==> src/rtl/instr_fetch_reg.sv <==
// ---------------------------------------------------------------------------
// instr_fetch_reg
//   Fetch stage + instruction register for the RV64I multicycle core.
//   Holds the fetch PC, issues word requests to instruction memory using a
//   ready handshake with a bounded wait, latches the returned instruction and
//   presents it, with decoded fields, to the sign-extender and control unit.
//   A branch/jump redirect may arrive at any time. A misaligned fetch or a
//   memory timeout raises a sticky fault that only reset clears.
//
// Ports
//   i_clk, i_reset        clock; synchronous active-high reset
//   i_fetch_en            start a fetch (sampled in IDLE only)
//   i_pc_load, i_pc_in    redirect: next fetch address becomes i_pc_in
//   o_imem_req/addr       instruction memory request and word address
//   i_imem_ready/rdata    memory response (rdata valid while ready)
//   o_instr               instruction register (NOP after reset)
//   o_opcode..o_rs2       decode fields, combinational from o_instr
//   o_instr_pc            address o_instr was fetched from
//   o_fetch_pc            address of the next sequential fetch
//   o_ir_valid            o_instr holds a completed fetch
//   o_busy                a request is outstanding
//   o_fetch_fault         sticky misaligned/timeout fault
// ---------------------------------------------------------------------------
module instr_fetch_reg #(
    parameter logic [63:0] RESET_PC = 64'h0,
    parameter int          TIMEOUT  = 15
) (
    input  logic        i_clk,
    input  logic        i_reset,
    input  logic        i_fetch_en,
    input  logic        i_pc_load,
    input  logic [63:0] i_pc_in,
    output logic        o_imem_req,
    output logic [63:0] o_imem_addr,
    input  logic        i_imem_ready,
    input  logic [31:0] i_imem_rdata,
    output logic [31:0] o_instr,
    output logic [6:0]  o_opcode,
    output logic [4:0]  o_rd,
    output logic [2:0]  o_funct3,
    output logic [4:0]  o_rs1,
    output logic [4:0]  o_rs2,
    output logic [63:0] o_instr_pc,
    output logic [63:0] o_fetch_pc,
    output logic        o_ir_valid,
    output logic        o_busy,
    output logic        o_fetch_fault
);

    localparam logic [31:0] NOP = 32'h0000_0013;
    // Counter must be able to hold TIMEOUT itself.
    localparam int          CW    = (TIMEOUT < 2) ? 1 : $clog2(TIMEOUT + 1);
    // Value of the counter during the last BUSY cycle that may still complete.
    localparam logic [CW-1:0] TLAST = CW'(TIMEOUT - 1);

    typedef enum logic [1:0] {S_IDLE, S_BUSY, S_FAULT} state_t;

    state_t        r_state, w_next;
    logic [63:0]   r_fetch_pc, r_instr_pc, r_imem_addr, r_redir_pc;
    logic [31:0]   r_instr;
    logic          r_ir_valid, r_imem_req, r_fault, r_redir_pend;
    logic [CW-1:0] r_tcnt;

    logic [63:0]   w_addr, w_next_pc;
    logic          w_misalign, w_start, w_bad, w_done, w_tmo, w_save, w_idle_load;

    // Address a fetch started this cycle would use; a same-cycle redirect wins.
    assign w_addr     = i_pc_load ? i_pc_in : r_fetch_pc;
    assign w_misalign = |w_addr[1:0];

    // ---- state register ----
    always_ff @(posedge i_clk) begin
        if (i_reset) r_state <= S_IDLE;
        else         r_state <= w_next;
    end

    // ---- next-state logic ----
    always_comb begin
        w_next = r_state;
        case (r_state)
            S_IDLE:  if (i_fetch_en) w_next = w_misalign ? S_FAULT : S_BUSY;
            // Ready in the timeout cycle still completes the fetch.
            S_BUSY:  if (i_imem_ready)     w_next = S_IDLE;
                     else if (r_tcnt == TLAST) w_next = S_FAULT;
            S_FAULT: w_next = S_FAULT;
            default: w_next = S_IDLE;
        endcase
    end

    // ---- output / strobe logic ----
    always_comb begin
        w_start     = (r_state == S_IDLE) &&  i_fetch_en && !w_misalign;
        w_bad       = (r_state == S_IDLE) &&  i_fetch_en &&  w_misalign;
        w_idle_load = (r_state == S_IDLE) && !i_fetch_en &&  i_pc_load;
        w_done      = (r_state == S_BUSY) &&  i_imem_ready;
        w_tmo       = (r_state == S_BUSY) && !i_imem_ready && (r_tcnt == TLAST);
        w_save      = (r_state == S_BUSY) && !i_imem_ready &&  i_pc_load;
        // Redirect priority at completion: this cycle, then saved, then +4.
        w_next_pc   = i_pc_load    ? i_pc_in    :
                      r_redir_pend ? r_redir_pc : r_imem_addr + 64'd4;
    end

    // ---- datapath ----
    always_ff @(posedge i_clk) begin
        if (i_reset) begin
            r_fetch_pc   <= RESET_PC;
            r_instr_pc   <= '0;
            r_instr      <= NOP;
            r_ir_valid   <= 1'b0;
            r_imem_req   <= 1'b0;
            r_imem_addr  <= '0;
            r_fault      <= 1'b0;
            r_redir_pend <= 1'b0;
            r_redir_pc   <= '0;
            r_tcnt       <= '0;
        end else begin
            if (w_start) begin
                r_imem_req   <= 1'b1;
                r_imem_addr  <= w_addr;
                r_fetch_pc   <= w_addr;
                r_ir_valid   <= 1'b0;
                r_redir_pend <= 1'b0;
                r_tcnt       <= '0;
            end
            if (w_bad) r_fault <= 1'b1;
            if (w_idle_load) r_fetch_pc <= i_pc_in;

            if (w_done) begin
                r_instr      <= i_imem_rdata;
                r_instr_pc   <= r_imem_addr;
                r_ir_valid   <= 1'b1;
                r_imem_req   <= 1'b0;
                r_fetch_pc   <= w_next_pc;
                r_redir_pend <= 1'b0;
            end else if (r_state == S_BUSY) begin
                r_tcnt <= r_tcnt + 1'b1;
            end

            // Latest redirect during the wait replaces any earlier one.
            if (w_save) begin
                r_redir_pend <= 1'b1;
                r_redir_pc   <= i_pc_in;
            end
            if (w_tmo) begin
                r_fault    <= 1'b1;
                r_imem_req <= 1'b0;
            end
        end
    end

    assign o_imem_req    = r_imem_req;
    assign o_imem_addr   = r_imem_addr;
    assign o_instr       = r_instr;
    assign o_opcode      = r_instr[6:0];
    assign o_rd          = r_instr[11:7];
    assign o_funct3      = r_instr[14:12];
    assign o_rs1         = r_instr[19:15];
    assign o_rs2         = r_instr[24:20];
    assign o_instr_pc    = r_instr_pc;
    assign o_fetch_pc    = r_fetch_pc;
    assign o_ir_valid    = r_ir_valid;
    assign o_busy        = (r_state == S_BUSY);
    assign o_fetch_fault = r_fault;

endmodule

==> config.mk <==
export PLATFORM = sky130hd
export DESIGN_NAME = instr_fetch_reg
export DESIGN_NICKNAME = d
export VERILOG_FILES = /design/src/rtl/instr_fetch_reg.sv
export SDC_FILE = /design/constraint.sdc
export NUM_CORES = 1
export LEC_CHECK = 0
export CAP_MARGIN = 20
export CORE_AREA = 2 2 156 189
export DETAILED_ROUTE_END_ITERATION = 10
export DIE_AREA = 0 0 158 191
export GPL_TIMING_DRIVEN = 0
export PLACE_DENSITY = 0.82
export SKIP_LAST_GASP = 1
export SYNTH_ARGS = -nofsm -noshare
export SYNTH_HDL_FRONTEND = slang
export SYNTH_SLANG_ARGS = --single-unit
==> constraint.sdc <==
create_clock -name i_clk -period 3.2 [get_ports i_clk]
set_input_delay 0.64 -clock i_clk [delete_from_list [all_inputs] [get_ports i_clk]]
set_output_delay 0.64 -clock i_clk [all_outputs]
set_load 0.05 [all_outputs]
==> reports/metrics.yaml <==
logic_synthesis:
  synthTopCellsByCount: "397 x nand2_1, 298 x dfxtp_1, 210 x a21oi_1"
  synthCells: 1735
  synth_largest_area_cell: "dfxtp_1"
  synth_top_area_share_pct: 43.5
  synthesis.nets: 1839
  syn_area_per_cell_um2: 7.91
  synth_area_leaders: "dfxtp_1 43%, nand2_1 11%, a21oi_1 7.7%, mux2i_1 3.9%, a211oi_1 3.6%"
  yosysSeqAreaShare_pct: 43.5
  yosysMostFrequentCell: "nand2_1"
  synth_edf_count: 0
  yosysWarnings: 0
  postSynth.asyncResetShare_pct: 0
  syn_area_um2: 13700
  synth.distinct_cells: 74
  synth-seq-cells: 298
  synth_flop_cell: "dfxtp_1"
global_route:
  grt_pass1_vias: 14700
  grt_pass1_wl_um: 86300
  gr-total-overflow: 0
  antenna_found_initial: 1
  grt_max_degree: 15
  grt_usage_pct: 37.5
clock_tree:
  htree_levels: 1
  post_cts_buffers: 0
  numCtsBuffers: 30
  cts_hold_buf: 0
  clock-sinks: 298
  clock_latency_ns: 0.58
  ctsLongestPathBuffers: 3
  clk_pin_slew_ns: 0.07
  tritoncts: "built"
  cts_resized: 2
  clockRootBuffer: "clkbuf_16"
hold_path:
  min_path_type: "register to register"
  hold_path_depth: 2
timing:
  setup_violations: 1
  slew_viol_final: 0
  worst_slack_ns: -0.00135
  rsz0062_at_grt: "false"
  finClkSkew_ns: 0.0169
  worst_pin_slew_ns: 1.21
  holdWs_ns: 0.451
  post-route-min-period_ns: 3.20
  relSlewSlack_pct: 19.7
  hold_viol: 0
  fin_crit_sh_pct: 100
  fmax_mhz: 312
pwr:
  ir_worst_vdd_v: 0.000506
  leakage_uw: 0.00640
  p_per_area_nw_per_um2: 572
detailed_routing:
  post_drt_wl_per_cell_um: 23.2
  drt_first_pass_iters: 6
  via_per_inst: 6.06
  vias: 15300
  antenna_left: 0
  drt-total-wl_um: 58800
  drt-initial-drc-count: 1751
  drcViolationCount: 0
outcome:
  run_status: "complete, but fails checks"
  violations: "negative setup slack"
placed_design:
  dp_hpwl_um: 42700
  port_buffers: 352
  place_congestion: 1.01
die:
  die_w_um: 158
  dieArea_um2: 30200
  ios: 354
  die_h_um: 191
  core_um2: 28400
  initial_utilization_pct: 48.3
  row_count: 68
critical_path:
  worst_ep_arrival_time_ns: 3.67
  end_kind: "register"
  reg2reg_depth: 8
  path_max_fanout: 10
  worstPathRequired_ns: 3.67
  cp-start-kind: "input pin"
  critPathKind: "input pin to register"
finish:
  area_growth_syn_to_layout_pct: 37.5
  fin_util_pct: 66.4
  n_antenna_cell: 0
  final_nets: 2227
  nFillCells: 2401
  layout-drive-gt1-share_pct: 6.05
flow_run:
  cap_violations: 0
## worst max-delay path, stage by stage
cell             delay [ns]
clkdlybuf4s50_1        0.50
buf_2                  0.22
buf_1                  0.47
clkbuf_1               0.58
clkbuf_1               0.73
a22oi_1                0.20
a311oi_1               0.31
## routing by layer
metal  track usage, %  vias up  part of all wire (%)
met3             8.48      278                    12
met5                0        -                 0.014
li1                 -     6848                     -
met1             43.6     7142                    35
met4             23.0        2                   7.0
met2             62.3     1076                    46
## layout by cell type, fill, tap and decap left out, types with 7 or more instances in the layout
master	n
nand3_1	37
nand4_1	20
clkdlybuf4s50_1	352
buf_4	31
a21o_1	7
o21ai_0	47
nor4_1	11
and3_1	13
xor2_1	19
clkbuf_2	9
a21oi_1	210
xnor2_1	34
clkbuf_16	31
a211oi_1	66
a311oi_1	18
clkbuf_1	117
nor3_1	26
a22oi_1	25
mux2i_1	54
nor2_1	126
a221oi_1	10
o211ai_1	8
nand2_1	397
inv_1	15
buf_1	9
nor2b_1	8
o22ai_1	18
o221ai_1	9
dfxtp_1	298
## power by group
group	switching [µW]	total [µW]	internal [µW]	leakage, µW
clock network	1590	3930	2350	0.000528
registers	315	4250	3930	0.00242
logic	1760	2620	865	0.00345
## worst paths after layout
path,startpoint,endpoint,slack (ns)
max,i_pc_load,o_fetch_pc[31],-0.001
min,r_redir_pc[37],r_redir_pc[37],0.45
max reg2reg,o_imem_addr[2],o_fetch_pc[46],0.08
min reg2reg,r_redir_pc[37],r_redir_pc[37],0.45
## metrics by stage
step	area (µm²)	setup TNS, ns	instances	power (µW)	worst slack (ns)
after CTS	18900	0	2531	10700	0.0335
after global placement	17700	-109.93	2472	6820	-0.932
final	18900	-0.00135	2532	10800	-0.00135
after floorplan	13700	0	1735	5800	0.425
after detailed placement	17800	-102.17	2475	6870	-0.691
after global routing	18900	0	2532	11000	0.00754
## final cells by class
type | instances | area (µm²) | area share (%)
multi-input cells | 1255 | 6950 | 36.8
inverters | 16 | 60.1 | 0.318
flip-flops and latches | 298 | 5970 | 31.6
clock buffers | 39 | 846 | 4.48
plain buffers | 166 | 769 | 4.08
clock inverters | 17 | 249 | 1.32
well taps | 385 | 482 | 2.55
repair buffers | 356 | 3550 | 18.8
## flip-flops by register name, summed over array words and instances, names as in the netlist
name	flops
o_fetch_fault	1
o_fetch_pc	64
o_imem_addr	64
o_imem_req	1
o_instr	32
o_instr_pc	64
o_ir_valid	1
r_redir_pc	64
r_redir_pend	1
r_state	2
r_tcnt	4
## cell families after synthesis
logic type | count (synthesis) | share of synthesized area [%]
XOR/XNOR | 53 | 3.38
multiplexers | 56 | 4.10
flip-flops | 298 | 43.5
adder cells (fa/ha/maj) | 3 | 0.273
AND/OR/NAND/NOR | 689 | 22.2
buffers and inverters | 182 | 5.97
AO/OA/AOI/OAI | 454 | 20.6
(Power assumes the default switching activity.)
